File: config.mk
export PLATFORM = sky130hd
export DESIGN_NAME = tone_burst_sequencer_flat
export DESIGN_NICKNAME = d
export VERILOG_FILES = /design/src/rtl/tone_burst_if.sv /design/src/rtl/tone_burst_sequencer.sv /design/src/flat_wrapper.sv
export SDC_FILE = /design/constraint.sdc
export NUM_CORES = 2
export LEC_CHECK = 0
export CORE_AREA = 2 2 260 262
export CTS_BUF_LIST = sky130_fd_sc_hd__clkbuf_8 sky130_fd_sc_hd__clkbuf_16
export CTS_CLUSTER_SIZE = 24
export DETAILED_ROUTE_END_ITERATION = 16
export DIE_AREA = 0 0 262 264
export GPL_TIMING_DRIVEN = 1
export PLACE_DENSITY = 0.86
export SYNTH_ARGS = -nofsm -noshare
export SYNTH_HDL_FRONTEND = slang
export SYNTH_SLANG_ARGS = --single-unit
File: constraint.sdc
create_clock -name clk -period 20.8 [get_ports clk]
set_input_delay 2.08 -clock clk [delete_from_list [all_inputs] [get_ports clk]]
set_output_delay 2.08 -clock clk [all_outputs]
set_load 0.05 [all_outputs]
File: src/rtl/tone_burst_if.sv
// Configuration and status bundle between the register bank and the tone burst sequencer.
// Master side owns enable/trigger/config; slave side returns the waveform and status word.
interface tone_burst_if #(
    parameter int DATA_WIDTH = 32
);
    logic                  enable;
    logic                  trigger;
    logic [DATA_WIDTH-1:0] pulse_count;
    logic [DATA_WIDTH-1:0] burst_count;
    logic [DATA_WIDTH-1:0] duty_cycle;
    logic [DATA_WIDTH-1:0] inter_burst_delay;
    logic [DATA_WIDTH-1:0] pulse_period;
    logic                  pulse_out;
    logic                  burst_active;
    logic                  done;
    logic [DATA_WIDTH-1:0] status_out;

    modport master (
        output enable, trigger, pulse_count, burst_count, duty_cycle,
               inter_burst_delay, pulse_period,
        input  pulse_out, burst_active, done, status_out
    );

    modport slave (
        input  enable, trigger, pulse_count, burst_count, duty_cycle,
               inter_burst_delay, pulse_period,
        output pulse_out, burst_active, done, status_out
    );
endinterface

File: src/rtl/tone_burst_sequencer.sv
// Burst sequencer: IDLE -> BURST (N pulses of P cycles, H high) -> DELAY (D cycles), repeated B times.
// Outputs valid one cycle after a start; no backpressure, enable low aborts on the next edge.
module tone_burst_sequencer #(
    parameter int DATA_WIDTH = 32,
    parameter int DUTY_SHIFT = 10
) (
    input  logic        clk,
    input  logic        rst_n,
    tone_burst_if.slave bus
);
    localparam logic [1:0] S_IDLE  = 2'd0;
    localparam logic [1:0] S_BURST = 2'd1;
    localparam logic [1:0] S_DELAY = 2'd2;

    localparam logic [DATA_WIDTH-1:0] DUTY_FULL = DATA_WIDTH'(64'd1 << DUTY_SHIFT);
    localparam logic [DATA_WIDTH-1:0] ONE       = DATA_WIDTH'(1);

    logic [1:0]            state_q, state_d;
    logic [DATA_WIDTH-1:0] n_q, n_d;
    logic [DATA_WIDTH-1:0] b_q, b_d;
    logic [DATA_WIDTH-1:0] d_q, d_d;
    logic [DATA_WIDTH-1:0] p_q, p_d;
    logic [DATA_WIDTH-1:0] high_q, high_d;
    logic [DATA_WIDTH-1:0] period_cnt_q, period_cnt_d;
    logic [DATA_WIDTH-1:0] pulse_idx_q, pulse_idx_d;
    logic [DATA_WIDTH-1:0] burst_idx_q, burst_idx_d;
    logic [DATA_WIDTH-1:0] delay_cnt_q, delay_cnt_d;
    logic                  pulse_out_q, pulse_out_d;
    logic                  done_q, done_d;
    logic                  done_flag_q, done_flag_d;
    logic                  abort_flag_q, abort_flag_d;
    logic                  cfg_error_q, cfg_error_d;

    logic [DATA_WIDTH-1:0] duty_clamped;
    logic [DATA_WIDTH-1:0] high_calc;
    logic                  cfg_bad;
    logic                  last_period;
    logic                  last_pulse;
    logic                  last_burst;
    logic                  last_delay;

    // High time uses a double-width product so P * 1024 cannot overflow.
    always_comb begin
        duty_clamped = (bus.duty_cycle > DUTY_FULL) ? DUTY_FULL : bus.duty_cycle;
        high_calc    = DATA_WIDTH'(({{DATA_WIDTH{1'b0}}, bus.pulse_period} *
                                    {{DATA_WIDTH{1'b0}}, duty_clamped}) >> DUTY_SHIFT);
        cfg_bad      = (bus.pulse_count == '0) || (bus.burst_count == '0) ||
                       (bus.pulse_period == '0);
        last_period  = (period_cnt_q == p_q - ONE);
        last_pulse   = (pulse_idx_q == n_q - ONE);
        last_burst   = (burst_idx_q + ONE == b_q);
        last_delay   = (delay_cnt_q == d_q - ONE);
    end

    always_comb begin
        state_d      = state_q;
        n_d          = n_q;
        b_d          = b_q;
        d_d          = d_q;
        p_d          = p_q;
        high_d       = high_q;
        period_cnt_d = period_cnt_q;
        pulse_idx_d  = pulse_idx_q;
        burst_idx_d  = burst_idx_q;
        delay_cnt_d  = delay_cnt_q;
        done_d       = 1'b0;
        done_flag_d  = done_flag_q;
        abort_flag_d = abort_flag_q;
        cfg_error_d  = cfg_error_q;

        case (state_q)
            S_IDLE: begin
                if (bus.trigger && bus.enable) begin
                    if (cfg_bad) begin
                        cfg_error_d = 1'b1;
                    end else begin
                        n_d          = bus.pulse_count;
                        b_d          = bus.burst_count;
                        d_d          = bus.inter_burst_delay;
                        p_d          = bus.pulse_period;
                        high_d       = high_calc;
                        period_cnt_d = '0;
                        pulse_idx_d  = '0;
                        burst_idx_d  = '0;
                        delay_cnt_d  = '0;
                        done_flag_d  = 1'b0;
                        abort_flag_d = 1'b0;
                        cfg_error_d  = 1'b0;
                        state_d      = S_BURST;
                    end
                end
            end
            S_BURST: begin
                // Abort is checked first so it overrides a coincident run completion.
                if (!bus.enable) begin
                    abort_flag_d = 1'b1;
                    state_d      = S_IDLE;
                end else if (last_period) begin
                    period_cnt_d = '0;
                    if (last_pulse) begin
                        pulse_idx_d = '0;
                        burst_idx_d = burst_idx_q + ONE;
                        if (last_burst) begin
                            done_d      = 1'b1;
                            done_flag_d = 1'b1;
                            state_d     = S_IDLE;
                        end else if (d_q != '0) begin
                            delay_cnt_d = '0;
                            state_d     = S_DELAY;
                        end
                    end else begin
                        pulse_idx_d = pulse_idx_q + ONE;
                    end
                end else begin
                    period_cnt_d = period_cnt_q + ONE;
                end
            end
            S_DELAY: begin
                if (!bus.enable) begin
                    abort_flag_d = 1'b1;
                    state_d      = S_IDLE;
                end else if (last_delay) begin
                    delay_cnt_d  = '0;
                    period_cnt_d = '0;
                    pulse_idx_d  = '0;
                    state_d      = S_BURST;
                end else begin
                    delay_cnt_d = delay_cnt_q + ONE;
                end
            end
            default: begin
                state_d = S_IDLE;
            end
        endcase

        pulse_out_d = (state_d == S_BURST) && (period_cnt_d < high_d);
    end

    always_ff @(posedge clk) begin
        if (!rst_n) begin
            state_q      <= S_IDLE;
            n_q          <= '0;
            b_q          <= '0;
            d_q          <= '0;
            p_q          <= '0;
            high_q       <= '0;
            period_cnt_q <= '0;
            pulse_idx_q  <= '0;
            burst_idx_q  <= '0;
            delay_cnt_q  <= '0;
            pulse_out_q  <= 1'b0;
            done_q       <= 1'b0;
            done_flag_q  <= 1'b0;
            abort_flag_q <= 1'b0;
            cfg_error_q  <= 1'b0;
        end else begin
            state_q      <= state_d;
            n_q          <= n_d;
            b_q          <= b_d;
            d_q          <= d_d;
            p_q          <= p_d;
            high_q       <= high_d;
            period_cnt_q <= period_cnt_d;
            pulse_idx_q  <= pulse_idx_d;
            burst_idx_q  <= burst_idx_d;
            delay_cnt_q  <= delay_cnt_d;
            pulse_out_q  <= pulse_out_d;
            done_q       <= done_d;
            done_flag_q  <= done_flag_d;
            abort_flag_q <= abort_flag_d;
            cfg_error_q  <= cfg_error_d;
        end
    end

    assign bus.pulse_out    = pulse_out_q;
    assign bus.burst_active = (state_q == S_BURST);
    assign bus.done         = done_q;
    assign bus.status_out   = {burst_idx_q[DATA_WIDTH-9:0], 3'b000, cfg_error_q, abort_flag_q,
                               done_flag_q, (state_q == S_DELAY), (state_q != S_IDLE)};
endmodule
File: src/flat_wrapper.sv
// flat-port wrapper written by rule: the top's interface ports become plain ports
module tone_burst_sequencer_flat 
#(
    parameter int DATA_WIDTH = 32,
    parameter int DUTY_SHIFT = 10
)
  (clk, rst_n, bus_enable, bus_trigger, bus_pulse_count, bus_burst_count, bus_duty_cycle, bus_inter_burst_delay, bus_pulse_period, bus_pulse_out, bus_burst_active, bus_done, bus_status_out);
  tone_burst_if #(.DATA_WIDTH(DATA_WIDTH)) bus_i ();
  input  logic clk;
  input  logic rst_n;
  input wire logic [$bits(bus_i.enable)-1:0] bus_enable;
  input wire logic [$bits(bus_i.trigger)-1:0] bus_trigger;
  input wire logic [$bits(bus_i.pulse_count)-1:0] bus_pulse_count;
  input wire logic [$bits(bus_i.burst_count)-1:0] bus_burst_count;
  input wire logic [$bits(bus_i.duty_cycle)-1:0] bus_duty_cycle;
  input wire logic [$bits(bus_i.inter_burst_delay)-1:0] bus_inter_burst_delay;
  input wire logic [$bits(bus_i.pulse_period)-1:0] bus_pulse_period;
  output wire logic [$bits(bus_i.pulse_out)-1:0] bus_pulse_out;
  output wire logic [$bits(bus_i.burst_active)-1:0] bus_burst_active;
  output wire logic [$bits(bus_i.done)-1:0] bus_done;
  output wire logic [$bits(bus_i.status_out)-1:0] bus_status_out;
  assign bus_i.enable = bus_enable;
  assign bus_i.trigger = bus_trigger;
  assign bus_i.pulse_count = bus_pulse_count;
  assign bus_i.burst_count = bus_burst_count;
  assign bus_i.duty_cycle = bus_duty_cycle;
  assign bus_i.inter_burst_delay = bus_inter_burst_delay;
  assign bus_i.pulse_period = bus_pulse_period;
  assign bus_pulse_out = bus_i.pulse_out;
  assign bus_burst_active = bus_i.burst_active;
  assign bus_done = bus_i.done;
  assign bus_status_out = bus_i.status_out;
  tone_burst_sequencer #(.DATA_WIDTH(DATA_WIDTH), .DUTY_SHIFT(DUTY_SHIFT)) u_core (.clk(clk), .rst_n(rst_n), .bus(bus_i));
endmodule
==> impl_metrics.toml <==
[cts]
clkSlewWorstSetupHoldPaths_ns = 0.07
cts_tree = "yes"
numClockSinks = 295
numCtsBuffers = 29
postCtsSetupBuffers = 0
clk_latency_ns = 0.57
cts_root_buf = "clkbuf_16"
h-tree-depth = 1
cts_hold_buf = 0
post_cts_resized = 0
clockBufferDepth = 3

[drt]
vias = 32400
dr.pass1.iters = 6
routed_wl_um = 98200
via_per_inst = 5.56
wl_per_cell_um = 16.9
postRouteAntennaNets = 0
route.detailed.drc = 0
drt_iter0_drc = 2694

[setup_path]
cp-end-kind = "flop"
ff2ff_path_depth = 19
crit_type = "in -> reg"
r2r_setup_slack_ns = 14.02
crit_end = "u_core.bus.pulse_out$_SDFF_PN0_"
path_max_fanout = 127
cp.required_ns = 21.24
path_common_cell = "fa_1"
slowest_stage = "clkdlybuf4s50_1"
rr_endpoint = "u_core.bus.pulse_out$_SDFF_PN0_"
critPathLaunchType = "input pin"
cp.arrival_ns = 14.50
r2r_start = "u_core.d_q[2]$_SDFFE_PN0P_"
cp-startpoint = "bus_duty_cycle[3]"
critPathMaxStageDelay_ns = 0.97

[logic_synthesis]
synth_most_common_cell = "inv_1"
ys_seq_area_share_pct = 15.0
synth_edf_count = 0
ys.flop_type = "dfxtp_1"
syn_avg_cell_area_um2 = 8.68
yosysWarnings = 0
synth_top_area_cell = "fa_1"
ys_async_sr_fraction_pct = 0
syn_inst = 4549
ys_ff_latch = 295
synth_area_um2 = 39500
synth.distinct_cells = 91
netlist_top_cells_count = "686 x inv_1, 667 x fa_1, 576 x nand2_1"
yosys-top-cells-area = "fa_1 34%, dfxtp_1 15%, inv_1 6.5%"
synth_top_area_share_pct = 33.8

[grt]
grt.total_usage_pct = 29.5
top_usage_layer = "met2"
grtUsageMet1_pct = 39.3
first_global_vias = 33600
use_met3_pct = 3.67
antenna_found_initial = 2
grt-ovfl-total = 0
grt_pass1_wl_um = 166000
grt_util_met2_pct = 48.6
grt_max_degree = 128

[layout]
drive_gt1_share_pct = 2.44
fillers = 5245
finish.utilization_pct = 66.3
finalNetCount = 5951
area_delta_synth_final_pct = 11.7

[floorplan]
die_area_um2 = 69200
start_util_pct = 59.3
io_pins = 199
die_h_um = 264
placeableCoreArea_um2 = 66600
rows = 95
die_w_um = 262

[placement]
place_hpwl_um = 76900
port_buffers = 195
globalplace.congestion = 0.966

[timing]
rsz0062_at_grt = "false"
skew_ns = 0.0100
clock.fmax_ghz = 0.0711
finalSetupViolCount = 0
slew_headroom_pct = 18.3
slew_violations = 0
tns_ns = 0
finalHoldViolCount = 0
fin_crit_ns = 14.06
tightestPinTransition_ns = 1.22
finalCritPeriodShare_pct = 67.6

[run_status]
status = "complete, no violations"

[hold_path]
min_path_type = "reg -> reg"

[run]
maxCapViolCount = 0
==> cells by family after synthesis <==
logic type	share of synthesized area [%]
AO/OA/AOI/OAI	8.82
buffers and inverters	9.74
AND/OR/NAND/NOR	20.3
flip-flops	15.0
XOR/XNOR	5.58
multiplexers	0.697
adder cells (fa/ha/maj)	39.9
other	0.0190
==> critical path, delay by kind of cell <==
family / cells / cell delay [ns]
AOI/OAI and AO/OA: 10 / 3.17
adders and majority gates: 10 / 3.98
muxes: 1 / 0.23
buffers and inverters: 6 / 2.20
and+or+nand+nor: 12 / 2.75
==> worst min-delay path by stage <==
| stage | startpoint | end | depth (start not counted) |
|---|---|---|---|
| finish | u_core.high_q[23]$_SDFF_PN0_ | u_core.high_q[23]$_SDFF_PN0_ | 2 |
| global route | u_core.high_q[23]$_SDFF_PN0_ | u_core.high_q[23]$_SDFF_PN0_ | 2 |
| CTS | u_core.high_q[23]$_SDFF_PN0_ | u_core.high_q[23]$_SDFF_PN0_ | 2 |
| detailed placement | u_core.high_q[23]$_SDFF_PN0_ | u_core.high_q[23]$_SDFF_PN0_ | 2 |
| global placement | u_core.high_q[23]$_SDFF_PN0_ | u_core.high_q[23]$_SDFF_PN0_ | 2 |
| floorplan | u_core.high_q[19]$_SDFF_PN0_ | u_core.high_q[19]$_SDFF_PN0_ | 2 |
==> through the flow <==
stage	cell area, µm²	setup WS [ns]	std cells	hold slack (ns)
floorplan	41100	8.90	4970	0.432
global placement	43100	6.91	5770	0.441
detailed placement	43100	6.52	5770	0.448
CTS	44100	7.05	5823	0.456
global route	44100	6.11	5823	0.469
finish	44100	6.74	5825	0.455
==> per-layer routing <==
metal	vias up	wire, µm
li1	15100	-
met1	15800	39400
met2	1250	47100
met3	294	6710
met4	0	5010
met5	-	0
==> cell usage in the layout, fill, tap and decap left out, types with 33 or more instances in the layout <==
cell type and count:
nand4_1 76, a31oi_1 33, o21ai_0 130, and3_1 216, inv_1 688, a21oi_1 249
nor4_1 82, nand2_1 575, nand3_1 91, fa_1 667, dfxtp_1 295, xnor2_1 154
and2_1 60, ha_1 192, or3_1 44, xor2_1 95, conb_1 423, clkdlybuf4s50_1 194
nor3_1 74, nor2_1 176
==> flip-flops by register name, summed over array words and instances (netlist names), 2 cells and up <==
register / cells
u_core.b_q: 32
u_core.delay_cnt_q: 32
u_core.period_cnt_q: 32
u_core.high_q: 32
u_core.pulse_idx_q: 32
u_core.state_q: 2
u_core.d_q: 32
u_core.burst_idx_q: 32
u_core.p_q: 32
u_core.n_q: 32
==> cell type report <==
cell class	count	area [µm²]	share of cell area (%)
Tap cell	873	1090	2.48
Clock buffer	38	850	1.93
Antenna cell	2	5.00	0.0113
Timing Repair Buffer	216	2100	4.77
Inverter	686	2580	5.85
Multi-Input combinational cell	3700	31400	71.1
Sequential cell	295	5910	13.4
Clock inverter	15	208	0.471
Power is not shown: default switching activity piles up to over one toggle a cycle in this logic, so the estimate is an artifact.
